$ cat config.mk
export PLATFORM = sky130hd
export DESIGN_NAME = bus_rr_scheduler
export DESIGN_NICKNAME = d
export VERILOG_FILES = /design/src/rtl/bus_rr_scheduler.sv
export SDC_FILE = /design/constraint.sdc
export NUM_CORES = 1
export LEC_CHECK = 0
export ABC_CLOCK_PERIOD_IN_PS = 1400
export CAP_MARGIN = 20
export CORE_AREA = 2 2 54 44
export DETAILED_ROUTE_END_ITERATION = 6
export DIE_AREA = 0 0 56 46
export PLACE_DENSITY = 0.67
export SKIP_LAST_GASP = 1
export SLEW_MARGIN = 20
export SYNTH_ARGS = -nofsm -noshare
export SYNTH_HDL_FRONTEND = slang
export SYNTH_SLANG_ARGS = --single-unit
$ cat constraint.sdc
create_clock -name clk -period 1.4 [get_ports clk]
set_clock_uncertainty 0.05 [all_clocks]
set_input_delay 0.42 -clock clk [delete_from_list [all_inputs] [get_ports clk]]
set_output_delay 0.42 -clock clk [all_outputs]
set_load 0.005 [all_outputs]
$ cat src/rtl/bus_rr_scheduler.sv
// Round-robin bus ownership scheduler: registered one-hot grant, one-cycle owner turnaround,
// and a stall watchdog that revokes and masks a master whose slave never answers.
module bus_rr_scheduler #(
  parameter int NUM_MASTERS = 2,
  parameter int SEL_W       = $clog2(NUM_MASTERS),
  parameter int TIMEOUT     = 255,
  parameter int TO_W        = 8
) (
  input  logic                   clk,
  input  logic                   rst,
  input  logic [NUM_MASTERS-1:0] breq,
  input  logic                   bus_valid,
  input  logic                   bus_ready,
  output logic [NUM_MASTERS-1:0] bgrant,
  output logic [SEL_W-1:0]       m_sel,
  output logic                   bus_busy,
  output logic                   timeout_evt
);

  typedef enum logic [1:0] {IDLE, GRANT, TURN} state_t;

  localparam logic [TO_W-1:0] TO_LAST = (TIMEOUT == 0) ? '0 : TO_W'(TIMEOUT - 1);
  localparam logic [TO_W-1:0] CNT_MAX = '1;
  localparam logic [NUM_MASTERS-1:0] ONE = {{(NUM_MASTERS-1){1'b0}}, 1'b1};

  state_t                 state;
  logic [SEL_W-1:0]       last;
  logic [NUM_MASTERS-1:0] mask;
  logic [TO_W-1:0]        stall_cnt;

  logic [NUM_MASTERS-1:0] elig;
  logic [NUM_MASTERS-1:0] revoke_bit;
  logic [SEL_W-1:0]       cand;
  logic [SEL_W-1:0]       winner;
  logic                   win_vld;
  logic                   stalled;
  logic                   owner_req;
  logic                   expire;

  assign elig      = breq & ~mask;
  assign stalled   = bus_valid & ~bus_ready;
  assign owner_req = breq[m_sel];
  assign expire    = (TIMEOUT != 0) && stalled && (stall_cnt == TO_LAST);

  // Walk downwards from the farthest candidate so the nearest eligible one after last wins.
  always_comb begin
    winner  = '0;
    win_vld = 1'b0;
    cand    = '0;
    for (int k = NUM_MASTERS; k >= 1; k--) begin
      cand = SEL_W'((int'(last) + k) % NUM_MASTERS);
      if (elig[cand]) begin
        winner  = cand;
        win_vld = 1'b1;
      end
    end
  end

  always_comb begin
    revoke_bit = '0;
    if (state == GRANT && owner_req && expire) begin
      revoke_bit = ONE << m_sel;
    end
  end

  always_ff @(posedge clk) begin
    if (rst) begin
      state       <= IDLE;
      last        <= SEL_W'(NUM_MASTERS - 1);
      mask        <= '0;
      stall_cnt   <= '0;
      bgrant      <= '0;
      m_sel       <= '0;
      bus_busy    <= 1'b0;
      timeout_evt <= 1'b0;
    end else begin
      timeout_evt <= 1'b0;
      // A mask bit survives only while its master keeps breq asserted.
      mask        <= (mask & breq) | revoke_bit;
      case (state)
        IDLE, TURN: begin
          stall_cnt <= '0;
          if (win_vld) begin
            state    <= GRANT;
            bgrant   <= ONE << winner;
            m_sel    <= winner;
            last     <= winner;
            bus_busy <= 1'b1;
          end else begin
            state <= IDLE;
          end
        end
        GRANT: begin
          if (!owner_req || expire) begin
            state       <= TURN;
            bgrant      <= '0;
            bus_busy    <= 1'b0;
            stall_cnt   <= '0;
            timeout_evt <= owner_req;
          end else if (stalled) begin
            stall_cnt <= (stall_cnt == CNT_MAX) ? stall_cnt : stall_cnt + TO_W'(1);
          end else begin
            stall_cnt <= '0;
          end
        end
        default: begin
          state    <= IDLE;
          bgrant   <= '0;
          bus_busy <= 1'b0;
        end
      endcase
    end
  end

endmodule

After elaboration in Yosys (flattened, before gate mapping)
Cells that the tools add are included.
{"block": "classes", "shift": 2, "n_bitwise": 8, "reduce_logical": 12, "n_addsub": 3, "n_lt_le_gt_ge": 3, "n_eq_ne": 7, "mux": 24}
{"operator": "$mux 8", "n": 3}
{"operator": "$eq 8x8->1 const B", "n": 2}
{"operator": "$pmux 8 s2", "n": 1}
{"operator": "$mux 1", "n": 13}
{"operator": "$add 8x1->8 const B", "n": 1}
{"operator": "$mux 2", "n": 4}
{"operator": "$pmux 2 s2", "n": 2}
{"operator": "$lt 1x2->1 const B", "n": 3}
{"operator": "$reduce_and 2->1", "n": 3}
{"operator": "$and 2x2->2", "n": 2}
{"operator": "$ne 4x4->1 const B", "n": 1}
{"operator": "$shl 1x1->2 const A", "n": 2}
{"operator": "$logic_and 1x1->1", "n": 3}
{"operator": "$not 1->1", "n": 3}
{"operator": "$reduce_or 3->1", "n": 1}
{"operator": "$add 1x1->1 const B", "n": 2}
{"operator": "$eq 2x1->1 const B", "n": 1}
{"operator": "$eq 2x2->1 const B", "n": 1}
{"operator": "$logic_not 2->1", "n": 1}
{"operator": "$ne 2x1->1 const B", "n": 1}
{"operator": "$ne 2x2->1 const B", "n": 1}
{"operator": "$not 2->2", "n": 1}
{"operator": "$or 2x2->2", "n": 1}
{"operator": "$pmux 1 s2", "n": 1}
{"operator": "5 further kinds", "n": 5}
{"block": "word_totals", "register_bits": 18, "inputBits": 6, "output_inout_bits": 5, "wordCells": 67}

Depth between registers and ports, before layout
{"block": "logic_depth", "depth_word": 9, "ltp_mapped": 6, "depth_no_buf": 6}

Worst setup path before layout
Ideal clock, no wire load.
{"block": "synth_path", "kind": "register to register", "from": "register stall_cnt[0]", "to": "register stall_cnt[5]", "path_slack_ns": -0.105, "t_arrival_ns": 1.380, "setup_ns": 0.074, "stages_incl_launch_ff": 7, "synth_period_minus_slack_ns": 1.505, "required_ns": 1.276, "path_buffers": 0, "path_cell_list": "dfxtp_1 > inv_1 > ha_1 > and4b_1 > a41o_2 > nand3b_1 > a31oi_1"}
{"block": "synth_between", "elab_chain_len": 5}
{"element": "from (decl)", "line_no": "29", "rtl": "logic [TO_W-1:0] stall_cnt;"}
{"element": "from (signal assigned)", "line_no": "101", "rtl": "stall_cnt <= (stall_cnt == CNT_MAX) ? stall_cnt : stall_cnt + TO_W'(1);"}
{"element": "$add 8x1->8 / $eq 8x8->1 (equally long branches)", "line_no": "101, 43"}
{"element": "$mux 8 / $logic_and 1x1->1 (equally long branches)", "line_no": "101, 43"}
{"element": "$mux 8 / $logic_or 1x1->1 (equally long branches)", "line_no": "100, 94"}
{"element": "$mux 8 / $ne 4x4->1 (equally long branches)"}
{"element": "$pmux 8 s2 / $reduce_and 2->1 (equally long branches)"}
Several ways; a longest one is shown, not always the timed one. The select of a mux whose other input is x is not followed.
A chain may end at the register's enable or synchronous reset.

Final worst setup path
{"block": "layout_path", "from": "register stall_cnt[0]", "to": "register stall_cnt[6]"}
The elaborated chain is that of the path after synthesis.

==> results_dict.tcl <==
set metrics [dict create \
    setup_ws_ps -225.5 \
    die_h_microns 46 \
    min_period_ps 1626 \
    period_share 1.161 \
    netlist.area_leader.share 0.3850 \
    post_drt_wl_per_cell_microns 15.80 \
    wl_microns 2623 \
    path_class "reg -> reg" \
    critPathMaxFanout 6 \
    num_io_pins 11 \
    synthCells 101 \
    hold_path_depth 2 \
    die_area_sq_um 2576 \
    worstSkewPairLatency_ps 310 \
    synthTopCellsByArea "dfxtp_1, nand2_1, a31oi_1, nand3_1, nand3b_1" \
    async_reset_ff_frac 0 \
    end_kind "register" \
    drt-initial-drc-count 36 \
    grt_pass1_vias 893 \
    post-dp-hpwl_microns 1646 \
    synth_most_common_cell "dfxtp_1" \
    htreeDepth 1 \
    start_util 0.4452 \
    hp-class "reg -> reg" \
    synth_edf_count 0 \
    core_sq_um 2102 \
    die_w_microns 56 \
    crit_path_max_incr_delay_ps 360 \
    drive_gt1_frac 0.4184 \
    synth_cell_types 43 \
    area_delta_synth_final_pct 45.45 \
    antenna_left 0 \
    clock-sinks 18 \
    powerDensity_nw_per_um2 773.0 \
    globalplace.congestion 0.7913 \
    vias_per_cell 5.843 \
    p_total_mw 1.052 \
    ys.flop_type "dfxtp_1" \
    synth_top_cell_by_area "dfxtp_1" \
    grt_max_degree 15 \
    clk_path_buf_depth 2 \
    rsz0062_at_grt "true" \
    syn_area_per_cell_sq_um 9.266 \
    crit_path_top_delay_cell "dfxtp_2" \
    port_buffers 10 \
    startpoint_type "register" \
    drv_cap 0 \
    drc_errors 0 \
    report.final.setup_viol 10 \
    r2r_cells 6 \
    track_usage 0.2012 \
    synthesis.nets 109 \
    critical_path_arrival_ps 1810 \
    clk_pin_slew_worst_paths_ps 110 \
    grt.overflow.total 0 \
    vias 970 \
    grt_pass1_wl_microns 3898 \
    antenna_found_initial 0 \
    status "complete, but fails checks" \
    synth_seq_cells 18 \
    post-place-ws_ps -657.3 \
    synth_area_sq_um 935.9 \
    first_pass_iters 4 \
    hold_violations 0 \
    cp.buffers_inverters 1 \
    seq_area_frac_synth 0.3850 \
    ys_top_cells_by_count "dfxtp_1, nand2_1, nand3_1" \
    row_count 15 \
    slew_headroom 0.8011 \
    worst_path_dominant_cell_family "simple AND/OR/NAND/NOR gates" \
    required_ps 1590 \
    worstMarginPinSlew_ps 297.5 \
    violations "negative setup slack" \
    clock.fmax_ghz 0.6152 \
    antennaDiodeCount 0 \
    synth-warning-count 0 \
    cts_tree "yes" \
    crit_chain "inv_2 -> ha_4 -> and4b_1 -> a41o_2 -> nand3b_1 -> o22ai_1" \
    slew_viol_final 0 \
    fin_nets 150 \
    p_leak_nw 0.5761 \
    ir_drop_uv 610.3 \
    cts_root_buf "clkbuf_4" \
    path_depth 6 \
    numCtsBuffers 3 \
]
[worst reg2reg max path, stage by stage, from the launching register on]
cell,delay [ps]
dfxtp_2,360
inv_2,50
ha_4,150
and4b_1,270
a41o_2,200
nand3b_1,230
o22ai_1,250
[path summary, 6_finish.rpt]
| path | endpoint | start | slack, ps |
|---|---|---|---|
| worst max-delay path | stall_cnt[6] | stall_cnt[0] | -230 |
| worst min-delay path | bus_busy | bus_busy | 420 |
| worst max register to register | stall_cnt[6] | stall_cnt[0] | -230 |
| worst min register to register | bus_busy | bus_busy | 420 |
[cells by family after synthesis]
family                     Yosys count  share of synthesized area
muxes                                2                    0.02673
buffers and inverters                9                    0.05481
and+or+nand+nor                     44                     0.3075
AOI/OAI and AO/OA                   24                     0.1805
adders and majority gates            2                    0.02673
DFF                                 18                     0.3850
xor gates and xnor gates             2                    0.01872
[placed cells by master (no fill, tap or decap), types with 2 or more instances in the layout]
cell type      instances
dlygate4sd2_1          9
buf_6                  4
nand2b_1               3
clkbuf_4               3
buf_4                 25
nand3_1                5
nand3b_1               4
a31oi_1                5
dfxtp_1               12
dfxtp_2                5
nand2_1                8
or4_1                  2
inv_1                  4
xnor2_1                2
and2_1                 3
o22ai_1                3
a41oi_1                2
a21oi_1                5
nand4_1                3
[flip-flops by register name (all words and copies together), names as in the netlist]
signal / cells
bgrant: 2
bus_busy: 1
last: 1
m_sel: 1
mask: 2
stall_cnt: 8
state: 2
timeout_evt: 1
[per-layer routing]
metal | vias up | global-route usage | wire, microns
li1 | 461 | - | -
met1 | 440 | 0.2397 | 1015
met2 | 58 | 0.3624 | 1265
met3 | 11 | 0.04545 | 259
met4 | 0 | 0.07619 | 82
met5 | - | 0 | 0
[report_power, final]
part / switching (mW) / total [mW] / internal, mW
sequential: 0.0122 / 0.542 / 0.529
combinational: 0.0813 / 0.175 / 0.0940
clock: 0.176 / 0.335 / 0.159
[final cells by class]
class,count,area (sq um)
multi-input combinational,74,583.1
inverter,5,18.77
fill,171,740.7
sequential,18,370.4
clock buffer,4,36.28
timing repair buffer,40,321.6
tap,25,31.28
[through the flow]
stage          setup TNS [ps]  cells  utilization  hold WS [ps]  area, sq um
2_1_floorplan          -309.7    101            -         393.7        954.7
6_report                -1400    166       0.6476         415.7         1361
5_1_grt                 -2135    166       0.6476         438.3         1361
4_1_cts                 -1209    164       0.6315         427.5         1328
3_3_place_gp            -8542    152       0.5726         407.3         1204
3_5_place_dp            -9093    152       0.5726         417.5         1204
[what timing repair did]
action                     CTS  global route
setup buffers                8             1
pin swaps                   12             7
hold buffers                 0             0
setup endpoints to repair   21            15
gates resized for setup     21             9
cloned                       0             1
Note: power is estimated with default switching activity, not from simulation.
